$ cat src/rtl/tnn_pkg.sv
// Shared types and sizing for the TNN neuron input path.
package tnn_pkg;

  localparam int TNN_N_FEAT = 5;
  localparam int TNN_Q_W    = 3;

  typedef logic [TNN_Q_W-1:0] tnn_feat_t;
  typedef tnn_feat_t [TNN_N_FEAT-1:0] tnn_sample_t;

  typedef enum logic {
    COLLECT = 1'b0,
    DISCARD = 1'b1
  } tnn_pack_state_e;

endpackage

$ cat src/rtl/tnn_quant.sv
// Combinational round-half-up quantizer with saturation: IN_W-bit unsigned to Q_W bits.
module tnn_quant
  import tnn_pkg::*;
#(
  parameter int IN_W = 8,
  parameter int Q_W  = TNN_Q_W
) (
  input  logic [IN_W-1:0] x,
  output logic [Q_W-1:0]  q
);

  localparam int            SHIFT = IN_W - Q_W;
  localparam logic [IN_W:0] HALF  = (IN_W+1)'(1) << (SHIFT - 1);
  localparam logic [IN_W:0] Q_MAX = (IN_W+1)'((1 << Q_W) - 1);

  // One extra bit so the rounding add cannot wrap near full scale.
  logic [IN_W:0] sum;
  logic [IN_W:0] shifted;

  always_comb begin
    sum     = {1'b0, x} + HALF;
    shifted = sum >> SHIFT;
    if (shifted > Q_MAX) begin
      q = Q_MAX[Q_W-1:0];
    end else begin
      q = shifted[Q_W-1:0];
    end
  end

endmodule

$ cat src/rtl/tnn_feature_packer.sv
// Quantizes a stream of raw features and packs N_FEAT of them per sample into a
// held output word, checking sample framing against s_last.
//
//   state   | meaning
//   --------+--------------------------------------------------------------
//   COLLECT | writing quantized beats into slot idx of the assembly register
//   DISCARD | over-long sample seen; swallow beats up to and including s_last
module tnn_feature_packer
  import tnn_pkg::*;
#(
  parameter int N_FEAT = TNN_N_FEAT,
  parameter int IN_W   = 8,
  parameter int Q_W    = TNN_Q_W
) (
  input  logic                    clk,
  input  logic                    rst_n,
  input  logic                    s_valid,
  output logic                    s_ready,
  input  logic [IN_W-1:0]         s_data,
  input  logic                    s_last,
  output logic                    m_valid,
  input  logic                    m_ready,
  output logic [N_FEAT*Q_W-1:0]   m_feat,
  output logic                    frame_err
);

  localparam int               IDX_W    = $clog2(N_FEAT);
  localparam logic [IDX_W-1:0] LAST_IDX = IDX_W'(N_FEAT - 1);

  typedef logic [N_FEAT-1:0][Q_W-1:0] sample_t;

  tnn_pack_state_e         state_q, state_d;
  logic [IDX_W-1:0]        idx_q, idx_d;
  sample_t                 asm_q, asm_d;
  logic                    m_valid_q;
  logic [N_FEAT*Q_W-1:0]   m_feat_q;
  logic                    frame_err_q;
  logic                    err_d;
  logic                    load;
  logic                    accept;
  logic                    last_slot;
  logic [Q_W-1:0]          q_feat;

  tnn_quant #(
    .IN_W (IN_W),
    .Q_W  (Q_W)
  ) u_quant (
    .x (s_data),
    .q (q_feat)
  );

  assign last_slot = (idx_q == LAST_IDX);
  // Only the completing beat waits on the output register; all others flow.
  assign s_ready   = (state_q == DISCARD) | !last_slot | !m_valid_q | m_ready;
  assign accept    = s_valid & s_ready;

  always_comb begin
    state_d = state_q;
    idx_d   = idx_q;
    asm_d   = asm_q;
    err_d   = 1'b0;
    load    = 1'b0;
    unique case (state_q)
      COLLECT: begin
        if (accept) begin
          asm_d[idx_q] = q_feat;
          if (!last_slot) begin
            if (s_last) begin
              idx_d = '0;
              err_d = 1'b1;
            end else begin
              idx_d = idx_q + IDX_W'(1);
            end
          end else begin
            idx_d = '0;
            if (s_last) begin
              load = 1'b1;
            end else begin
              err_d   = 1'b1;
              state_d = DISCARD;
            end
          end
        end
      end
      DISCARD: begin
        if (accept && s_last) begin
          idx_d   = '0;
          state_d = COLLECT;
        end
      end
      default: begin
        state_d = COLLECT;
        idx_d   = '0;
      end
    endcase
  end

  always_ff @(posedge clk or negedge rst_n) begin
    if (!rst_n) begin
      state_q     <= COLLECT;
      idx_q       <= '0;
      asm_q       <= '0;
      m_valid_q   <= 1'b0;
      m_feat_q    <= '0;
      frame_err_q <= 1'b0;
    end else begin
      state_q     <= state_d;
      idx_q       <= idx_d;
      asm_q       <= asm_d;
      frame_err_q <= err_d;
      // A completion in the same cycle as a drain reloads, keeping m_valid high.
      if (load) begin
        m_valid_q <= 1'b1;
        m_feat_q  <= asm_d;
      end else if (m_ready) begin
        m_valid_q <= 1'b0;
      end
    end
  end

  assign m_valid   = m_valid_q;
  assign m_feat    = m_feat_q;
  assign frame_err = frame_err_q;

endmodule

$ cat config.mk
export PLATFORM = sky130hd
export DESIGN_NAME = tnn_feature_packer
export DESIGN_NICKNAME = d
export VERILOG_FILES = /design/src/rtl/tnn_pkg.sv /design/src/rtl/tnn_quant.sv /design/src/rtl/tnn_feature_packer.sv
export SDC_FILE = /design/constraint.sdc
export NUM_CORES = 1
export LEC_CHECK = 0
export BUFFER_PORTS_ARGS = -buffer_cell sky130_fd_sc_hd__buf_4
export CAP_MARGIN = 20
export CORE_ASPECT_RATIO = 0.7
export CORE_MARGIN = 8
export CORE_UTILIZATION = 45
export DETAILED_ROUTE_END_ITERATION = 6
export GPL_ROUTABILITY_DRIVEN = 0
export PLACE_DENSITY_LB_ADDON = 0.2
export SLEW_MARGIN = 20
export SYNTH_ARGS = -nofsm -noshare
export SYNTH_HDL_FRONTEND = slang
export SYNTH_HIERARCHICAL = 1
export SYNTH_SLANG_ARGS = --single-unit
$ cat constraint.sdc
create_clock -name clk -period 3.3 [get_ports clk]
set_input_delay 0.33 -clock clk [delete_from_list [all_inputs] [get_ports clk]]
set_output_delay 0.33 -clock clk [all_outputs]
set_load 0.02 [all_outputs]
==> results.md <==
- Status: finished, violations left
- Failing checks: negative hold slack
- Clk Latency, worst-skew pair: approximately 0.28 ns
- CTS tree: done
- Post-CTS Repair Setup Buffers: 0
- Routed via count: about 1.3k
- Detailed placer's ending HPWL: 2.67 mm
- Synth area leaders: dfrtp_1, a21oi_1, a31oi_1
- Layout cells sized above 1: 23.7%
- Final Skew: ~0.0041 ns
- Clock root buffer: clkbuf_8
- Most frequent cells in the layout: dfrtp_1, buf_4, a21oi_1, nand2_1
- FILL cells: approximately 330
- Largest net degree at the start of global routing: 37
- Clock power share: 19.5%
- Clock transition at path regs: 0.07 ns
- FF-to-FF setup slack: 0.64 ns
- Sum Neg Setup Slack: 0 ns
- Boundary Pins: 31
- Ant diodes: 0
- Drt wl/cell: 16.0 um
- Synth Warn #: 6
- Crit path launch type: register
- Resized cells post-CTS: 0
- DRT antenna net count: 0
- Worst reg2reg path depth: 8
- Sw frac: 35.3%
- Starting Density: 47.8%
- Syn_nets: ~180
- First-pass GRT wire length: between 6 and 7 mm
- P_int: 1.04 mW
- Slew Limit Fails: 0
- CP arrival: 2.81 ns
- Drc violations: 0
- Final Net Count: 207
- Register area: 901 um^2
- DIE WIDTH: approximately 90 um
- Critical path class: reg2reg
- Gr ovfl total: 0
- Worst Setup SP: idx_q[0]
- GRT Total Usage: 13.3%
- Slew HR: 53.7%
- Avg Inst Size Synth: 10.6 um^2
- Multi-input logic area: 742 um^2
- Setup crit end kind: register
- Period Utilization, post-route: ~80%
- Yosys top cell area share: 52.3%
- Max IR drop VDD: between 0.3 and 0.4 mV
- Final hold slack: -0.0000856 ns
- CTS sink cnt: 36
- Worst-case clock buffer depth: 2
- RSZ-0062 raised after global routing: no
- Commonest non-fill, non-tap cell in the layout: dfrtp_1
- Seq cells post-synth: 36
- Crit Path Max Fanout: 15
- Min-Delay Path Class: in2async
- Setup ws final: between 0.6 and 0.7 ns
- H-tree depth: 2
- Worst setup path endpoint: m_feat[14]
- PortBufs: 26
- Vias in the first global route: 1341
- 1st-pass router iterations: 4
- Area leader, netlist: dfrtp_1
- P per Cell Area: 797 nW/um^2
- Register area share after synthesis: 52.3%
- Via-to-Cell Ratio: 5.62
- Synth cell types: 38
- Max cap viols: 0
- Setup-failing EPs final: 0
- Fmax: 0.376 GHz
- Final WL: 3.85 mm
- Leakage: 0.955 nW
- CTS Hold Bufs: 0
- Row Count: 18
- Worst slew pin tran: 0.685 ns
- CP required: roughly 3.5 ns
- Die area: 6100 um^2
- Syn Inst Count: 163
- DRT iter0 DRCs: 95
- R2r endpoint: m_feat[14]
- Mapped Area: 1720 um^2
- Final Critical Period: 2.66 ns
- Pre-CTS setup slack: 0.693 ns
- Final hold violations: 1
- TritonCTS Buffers: 5
- Synth-to-Final Area Change: 17.3%
- Antenna violations before repair: 0
- Reg-to-reg startpoint: idx_q[0]
- Die height: 67.8 um
- Core area: 3600 um^2
- Logic pwr share: 35.8%
- Sequential Power Share: between 40% and 50%
- P_sw: 0.569 mW
[worst min path at each step]
stage / start / to / cells past startpoint
detailed placement: rst_n / m_feat[13] / 1
floorplan: rst_n / asm_q[0] / 0
CTS: rst_n / m_feat[10] / 1
global placement: rst_n / m_valid / 1
global route: rst_n / m_feat[3] / 1
finish: rst_n / m_feat[13] / 1
[critical path, stage by stage, from the launching register on]
cell	delay [ns]
dfrtp_1	0.67
clkinv_1	0.36
ha_1	0.33
and2_1	0.20
ha_1	0.18
and3b_1	0.31
buf_4	0.23
a21oi_1	0.17
a21oi_1	0.07
[through the flow]
step                instances  hold slack [ns]  cell area [um^2]  total power, mW  utilization (%)
detailed placement        232            0.318              1930             1.31             53.6
CTS                       240           0.0177              2020             1.63             56.1
global placement          232            0.303              1930             1.29             53.6
floorplan                 163           0.0344              1720             1.07                -
global route              240           0.0270              2020             1.72             56.1
finish                    240       -0.0000856              2020             1.61             56.1
[state kept, by name (all words and copies together) (netlist names)]
signal and cells:
frame_err 1, idx_q 3, state_q 1, asm_q 15, m_valid 1, m_feat 15
[synthesized netlist by cell type]
library cell	number
nand4bb_1	1
clkinv_1	1
ha_1	5
nor3b_2	1
and2_1	1
a41oi_1	1
and3b_1	1
buf_4	1
mux2i_1	3
inv_1	3
and4bb_1	1
a31oi_1	13
o21ai_0	13
o211ai_1	1
nand2_1	14
nand3_1	10
and2_4	1
a22o_1	1
buf_6	3
nand4b_1	1
nand4_1	3
nand2b_1	3
nor2_1	3
or2_2	2
nor3b_4	1
dfrtp_1	36
nor2b_1	3
o21bai_1	1
a21oi_1	19
mux2_2	4
o2bb2ai_1	2
a21o_1	1
a31o_2	1
a22oi_1	1
or3b_4	1
buf_2	4
clkbuf_1	1
nor3b_1	1
[layer usage]
layer	track usage [%]	up-vias	wire (um)
met1	17.0	658	1850
met4	2.47	0	9
li1	-	650	-
met3	4.54	2	240
met5	0	-	0
met2	21.8	38	1750
[power by group through the flow]
| stage | sequential (mW) | clock (mW) | combinational [mW] |
|---|---|---|---|
| after global routing | 0.742 | 0.343 | 0.641 |
| after detailed placement | 0.726 | 0 | 0.587 |
| after floorplan | 0.812 | 0 | 0.258 |
| after CTS | 0.720 | 0.321 | 0.588 |
| after global placement | 0.717 | 0 | 0.572 |
| final | 0.719 | 0.315 | 0.578 |
[layout make-up]
class                      instances  area share [%]
timing repair buffer              28            10.4
clock buffer                       8            4.46
multi-input combinational        114            36.7
inverter                           4           0.743
tap                               50            3.10
sequential                        36            44.6
[cells by family after synthesis]
kind of cell / share of synthesized area, %
muxes: 4.36
buffers and inverters: 4.65
DFF: 52.3
AOI/OAI and AO/OA: 18.3
and+or+nand+nor: 16.8
adders and majority gates: 3.63
Note: power is estimated with default switching activity, not from simulation.
